**src/rtl/key_decoder.sv**
```systemverilog
// PS/2 scan-code decoder: resynchronises an asynchronous parallel scan code,
// accepts each new byte once it has been stable, parses E0/F0 prefixes and
// tracks direction keys (arrows and WASD) plus the Enter start key.
module key_decoder #(
   parameter int STABLE_CYCLES  = 16,
   parameter int PREFIX_TIMEOUT = 1000000
) (
   input  logic       clk50,
   input  logic       reset,
   input  logic [7:0] code,
   output logic       byte_strobe,
   output logic [3:0] held,
   output logic [1:0] dir,
   output logic       dir_valid,
   output logic       start_pulse
);

   localparam int CW = $clog2(STABLE_CYCLES + 1);
   localparam int TW = $clog2(PREFIX_TIMEOUT + 1);
   localparam logic [CW-1:0] CNT_MAX  = CW'(STABLE_CYCLES);
   localparam logic [CW-1:0] CNT_LAST = CW'(STABLE_CYCLES - 1);
   localparam logic [TW-1:0] TMO_LAST = TW'(PREFIX_TIMEOUT - 1);

   typedef enum logic [1:0] {
      ST_IDLE    = 2'd0,
      ST_EXT     = 2'd1,
      ST_BRK     = 2'd2,
      ST_EXT_BRK = 2'd3
   } state_t;

   logic [7:0]    sync1_q, sync1_d;
   logic [7:0]    code_s_q, code_s_d;
   logic [7:0]    prev_q, prev_d;
   logic [CW-1:0] cnt_q, cnt_d;
   logic [7:0]    last_byte_q, last_byte_d;
   logic          strobe_q, strobe_d;
   state_t        state_q, state_d;
   logic [TW-1:0] tmr_q, tmr_d;
   logic [3:0]    held_q, held_d;
   logic [1:0]    dir_q, dir_d;
   logic          dir_valid_q, dir_valid_d;
   logic          start_q, start_d;

   logic          ext_s;
   logic          brk_s;
   logic [2:0]    map_s;
   logic [3:0]    mask_s;

   // Map a final scan byte to {hit, direction index}; index 0 up .. 3 right.
   function automatic logic [2:0] dir_lookup(input logic [7:0] b, input logic ext);
      logic [2:0] r;
      r = 3'b000;
      if (ext) begin
         case (b)
            8'h75:   r = 3'b100;
            8'h72:   r = 3'b101;
            8'h6B:   r = 3'b110;
            8'h74:   r = 3'b111;
            default: r = 3'b000;
         endcase
      end else begin
         case (b)
            8'h1D:   r = 3'b100;
            8'h1B:   r = 3'b101;
            8'h1C:   r = 3'b110;
            8'h23:   r = 3'b111;
            default: r = 3'b000;
         endcase
      end
      return r;
   endfunction

   // Synchronizer, stability counter and byte acceptance.
   always_comb begin
      sync1_d     = code;
      code_s_d    = sync1_q;
      prev_d      = code_s_q;
      cnt_d       = cnt_q;
      last_byte_d = last_byte_q;
      strobe_d    = 1'b0;
      if (code_s_q != prev_q) begin
         cnt_d = {CW{1'b0}};
      end else if (cnt_q != CNT_MAX) begin
         cnt_d = cnt_q + CW'(1);
         // Accept only on the transition into saturation, and only new values.
         if ((cnt_q == CNT_LAST) && (code_s_q != last_byte_q)) begin
            strobe_d    = 1'b1;
            last_byte_d = code_s_q;
         end else begin
            strobe_d    = 1'b0;
         end
      end else begin
         cnt_d = cnt_q;
      end
   end

   // Prefix parser, prefix timeout and key-state update; the accepted byte
   // sits in last_byte_q during the byte_strobe cycle.
   always_comb begin
      state_d     = state_q;
      tmr_d       = tmr_q;
      held_d      = held_q;
      dir_d       = dir_q;
      dir_valid_d = dir_valid_q;
      start_d     = 1'b0;
      ext_s       = (state_q == ST_EXT) || (state_q == ST_EXT_BRK);
      brk_s       = (state_q == ST_BRK) || (state_q == ST_EXT_BRK);
      map_s       = dir_lookup(last_byte_q, ext_s);
      mask_s      = 4'b1000 >> map_s[1:0];
      if (strobe_q) begin
         tmr_d = {TW{1'b0}};
         case (last_byte_q)
            8'hE0: begin
               case (state_q)
                  ST_IDLE: state_d = ST_EXT;
                  ST_BRK:  state_d = ST_EXT_BRK;
                  default: state_d = state_q;
               endcase
            end
            8'hF0: begin
               case (state_q)
                  ST_IDLE: state_d = ST_BRK;
                  ST_EXT:  state_d = ST_EXT_BRK;
                  default: state_d = state_q;
               endcase
            end
            default: begin
               state_d = ST_IDLE;
               if (map_s[2]) begin
                  if (brk_s) begin
                     held_d = held_q & ~mask_s;
                  end else begin
                     held_d      = held_q | mask_s;
                     dir_d       = map_s[1:0];
                     dir_valid_d = 1'b1;
                  end
               end else if (!ext_s && !brk_s && (last_byte_q == 8'h5A)) begin
                  start_d = 1'b1;
               end else begin
                  start_d = 1'b0;
               end
            end
         endcase
      end else if (state_q != ST_IDLE) begin
         // A dangling prefix is dropped silently when its timer expires.
         if (tmr_q == TMO_LAST) begin
            state_d = ST_IDLE;
            tmr_d   = {TW{1'b0}};
         end else begin
            tmr_d   = tmr_q + TW'(1);
         end
      end else begin
         tmr_d = {TW{1'b0}};
      end
   end

   // State registers with synchronous reset.
   always_ff @(posedge clk50) begin
      if (reset) begin
         sync1_q     <= 8'h00;
         code_s_q    <= 8'h00;
         prev_q      <= 8'h00;
         cnt_q       <= {CW{1'b0}};
         last_byte_q <= 8'h00;
         strobe_q    <= 1'b0;
         state_q     <= ST_IDLE;
         tmr_q       <= {TW{1'b0}};
         held_q      <= 4'b0000;
         dir_q       <= 2'd0;
         dir_valid_q <= 1'b0;
         start_q     <= 1'b0;
      end else begin
         sync1_q     <= sync1_d;
         code_s_q    <= code_s_d;
         prev_q      <= prev_d;
         cnt_q       <= cnt_d;
         last_byte_q <= last_byte_d;
         strobe_q    <= strobe_d;
         state_q     <= state_d;
         tmr_q       <= tmr_d;
         held_q      <= held_d;
         dir_q       <= dir_d;
         dir_valid_q <= dir_valid_d;
         start_q     <= start_d;
      end
   end

   assign byte_strobe = strobe_q;
   assign held        = held_q;
   assign dir         = dir_q;
   assign dir_valid   = dir_valid_q;
   assign start_pulse = start_q;

endmodule

```
**config.mk**
```make
export PLATFORM = sky130hd
export DESIGN_NAME = key_decoder
export DESIGN_NICKNAME = d
export VERILOG_FILES = /design/src/rtl/key_decoder.sv
export SDC_FILE = /design/constraint.sdc
export NUM_CORES = 1
export LEC_CHECK = 0
export CORE_UTILIZATION = 31
export CTS_CLUSTER_SIZE = 30
export DETAILED_ROUTE_END_ITERATION = 7
export DONT_BUFFER_PORTS = 1
export MAX_ROUTING_LAYER = met4
export SYNTH_ARGS = -nofsm -noshare
export SYNTH_HDL_FRONTEND = slang
export SYNTH_SLANG_ARGS = --single-unit
```
**constraint.sdc**
```tcl
create_clock -name clk50 -period 2.4 [get_ports clk50]
set_input_delay 0.12 -clock clk50 [delete_from_list [all_inputs] [get_ports clk50]]
set_output_delay 0.12 -clock clk50 [all_outputs]
set_load 0.05 [all_outputs]
```
==> key figures <==
Synth
  – Syn Area/Cell: ~9.3 sq um
  – Sequential area share after synthesis: between 40% and 50%
  – Adder-cell share of the synthesized area: 1.65%
  – Syn. warnings: 0
  – Syn Std Cell Area: just over 0.003 sq mm
  – Compound-cell area share of the yosys netlist: 9.87%
  – Synth Area in Simple Gates: 28.5%
  – Netlist cell types: between 50 and 60
  – Post-synth ARST share: 0%
  – Most used DFF post-synth: dfxtp_1
  – Mapped Nets: about 340
  – Synthesized instance count: ~330
  – Post-Synth XOR/XNOR Area: 10.7%
  – Synthesized flop and latch total: about 70
  – Largest family of logic cells by synthesized area: simple AND/OR/NAND/NOR gates
  – Post-synth EDFFs: 0
  – Mux contribution to synthesized area: less than 1%

Global route
  – GRT Total Usage: 12.9%
  – Total gr overflow: 0
  – First-pass GRT wire length: about 10000 um
  – Antenna violations before repair: 0
  – Pin count of the biggest net entering global routing: 43
  – Number of global-route vias before repair: 2055

Routing
  – Top Layer Used: met4
  – DR vias/cell: 4.70
  – First-pass detailed-route iteration total: 4
  – Met2 wire length: 2670 um
  – Routed WL per cell: approximately 12 um
  – M1 WL: around 2800 um
  – Routed met3 length: 157 um
  – DRC viols: 0
  – WL final: about 5700 um
  – DR iter-0 viols: 88
  – DR vias: between 2000 and 2500
  – Routed Antenna Nets: 0

STA
  – Fin. Hold Viols: 0
  – RSZ-0062 raised after global routing: no
  – Max Fclk: roughly 0.49 GHz
  – Worst Tran Pin Value: between 0.6 and 0.7 ns
  – Setup TNS: 0 ns
  – Post-layout minimum cycle time: 2.04 ns
  – Final slew viol count: 0
  – Final worst path period share: about 85%
  – Fin Hold WS: 0.0400 ns
  – Rel. slew slack: between 50% and 60%
  – Setup violations, final: 0
  – Setup Skew: between 0.009 and 0.01 ns

Floorplan
  – Core area: approximately 0.0094 sq mm
  – Row count: 35
  – DIE WIDTH: around 100 um
  – Die area: about 0.01 sq mm
  – Chip Height: between 100 and 150 um
  – Initial Util: approximately 32%
  – I/O pins: 19

Final layout
  – Design Area, Final: between 0.003 and 0.004 sq mm
  – Util after Layout: a little under two fifths
  – Share of cells above drive strength 1: under 10%
  – Area grow syn2layout: 15.1%
  – Commonest non-fill, non-tap cell in the layout: dfxtp_1
  – Ant. Diodes: 0
  – Most frequent cells in the layout: dfxtp_1 (68), nor2_1 (39), nor2b_1 (25)
  – Nets@finish: between 300 and 400

Clock network
  – Total CTS buffers: 9
  – Clock latency on the worst-skew pair: 0.34 ns
  – TritonCTS Sinks: about 70
  – Worst-path clk slew: roughly 0.080 ns
  – CTS tree: built
  – Clock Root Buffer: clkbuf_8
  – Post-CTS setup buffer count: 0
  – Resize count post-CTS: 0
  – Clock buffer depth: 2
  – Post-CTS Hold Buffers: 9
  – # H-tree levels: 3

Power and ir drop
  – PwrDens: 714 mW/mm^2
  – Comb pwr share: under 10%
  – Reg power frac: 46.3%
  – Peak VDD IR: approximately 0.00036 V
  – Clock share of power: between 50% and 60%
  – Leak pwr: around 0.0012 uW
  – Internal: 1990 uW
  – P_sw: just over 500 uW
  – Switch share: about a fifth

Critical path
  – CP peak stage delay: 0.56 ns
  – CP max stage cell: dfxtp_1
  – CP top delay family: simple AND/OR/NAND/NOR gates
  – Crit-path max FO: 11
  – CP Capture Type: flip-flop
  – Crit path cell chain: and3b_2, a311oi_1, or3_4, or4b_1, o21ai_1
  – CP required: 2.67 ns
  – Worst Setup Start Kind: flip-flop
  – Critical path class: flip-flop to flip-flop
  – Total buffers and inverters traversed by the critical path: 0
  – Data arrival time of the worst path: about 2.3 ns

Outcome
  – Run status: finished clean

Flow run
  – Max-Cap Viols: 0

Place
  – GPL Wtd Cong: 0.860
  – IO Port Bufs: 0
  – DP Area: about 0.0031 sq mm
  – DP HPWL: 3810 um

Min path
  – Hold Crit Class: input pin to flip-flop
==> worst reg2reg max path, stage by stage, from the launching register on <==
cell      delay, ns
dfxtp_1        0.56
and3b_2        0.33
a311oi_1       0.13
or3_4          0.37
or4b_1         0.51
o21ai_1        0.08
==> power by group through the flow <==
| stage | logic [uW] | clock network [uW] | registers, uW |
|---|---|---|---|
| floorplan | 57.7 | 0 | 1180 |
| global placement | 59.6 | 0 | 1180 |
| detailed placement | 60.4 | 0 | 1180 |
| finish | 82.8 | 1260 | 1160 |
| CTS | 83.9 | 1300 | 1160 |
| global route | 92.0 | 1360 | 1160 |
==> final cells by class <==
| class | instances | area, sq um |
|---|---|---|
| Tap cell | 129 | 161 |
| Fill cell | 967 | 5870 |
| Inverter | 7 | 26.3 |
| Sequential cell | 68 | 1360 |
| Clock buffer | 9 | 124 |
| Clock inverter | 7 | 146 |
| Multi-Input combinational cell | 239 | 1560 |
| Timing Repair Buffer | 12 | 123 |
==> metal layers <==
| layer | vias up | GRT usage, % |
|---|---|---|
| met4 | 0 | 5.69 |
| li1 | 1154 | - |
| met3 | 5 | 4.37 |
| met2 | 24 | 20.3 |
| met1 | 1031 | 14.8 |
| met5 | - | - |
==> synthesized netlist by cell type, types with 4 or more instances <==
library cell	n	area share (%)
nor3_1	5	0.82
clkbuf_1	6	0.74
o21ai_0	9	1.5
xor2_1	20	5.8
a21oi_1	12	2.0
xnor2_1	17	4.9
nor4_1	6	1.2
nand3_1	22	3.6
nor2_1	39	4.8
inv_1	7	0.86
nand2b_1	4	0.82
nand2_1	14	1.7
dfxtp_1	68	45
ha_1	4	1.6
and3_1	4	0.82
nor3b_1	7	1.7
nor2b_1	25	5.1
nand4_1	7	1.4
==> per-stage QoR <==
stage | total power [uW] | setup WS [ns] | cells
final | 2500 | 0.359 | 471
after global routing | 2610 | 0.218 | 471
after CTS | 2540 | 0.373 | 471
after detailed placement | 1240 | 0.404 | 446
after global placement | 1240 | 0.423 | 446
after floorplan | 1240 | 0.431 | 328
==> final timing paths <==
check / cells after the start / slack (ns) / startpoint / endpoint
min: 3 / 0.04 / reset / state_q[0]
max: 5 / 0.36 / last_byte_q[4] / dir[1]
max reg2reg: 5 / 0.36 / last_byte_q[4] / dir[1]
min reg2reg: 1 / 0.44 / code_s_d[3] / code_s_q[3]
==> registers in the layout, summed over array words and instances, names as in the netlist, named ones only <==
register	cells
prev_q	8
start_pulse	1
byte_strobe	1
dir_valid	1
code_s_q	8
dir	2
last_byte_q	8
code_s_d	8
tmr_q	20
state_q	2
cnt_q	5
==> kinds of logic after synthesis <==
group | Yosys count
flops | 68
simple gates | 154
fa+ha+maj | 4
compound gates | 42
xor+xnor | 37
buf+inv | 21
mux | 2
Note: power is estimated with default switching activity, not from simulation.
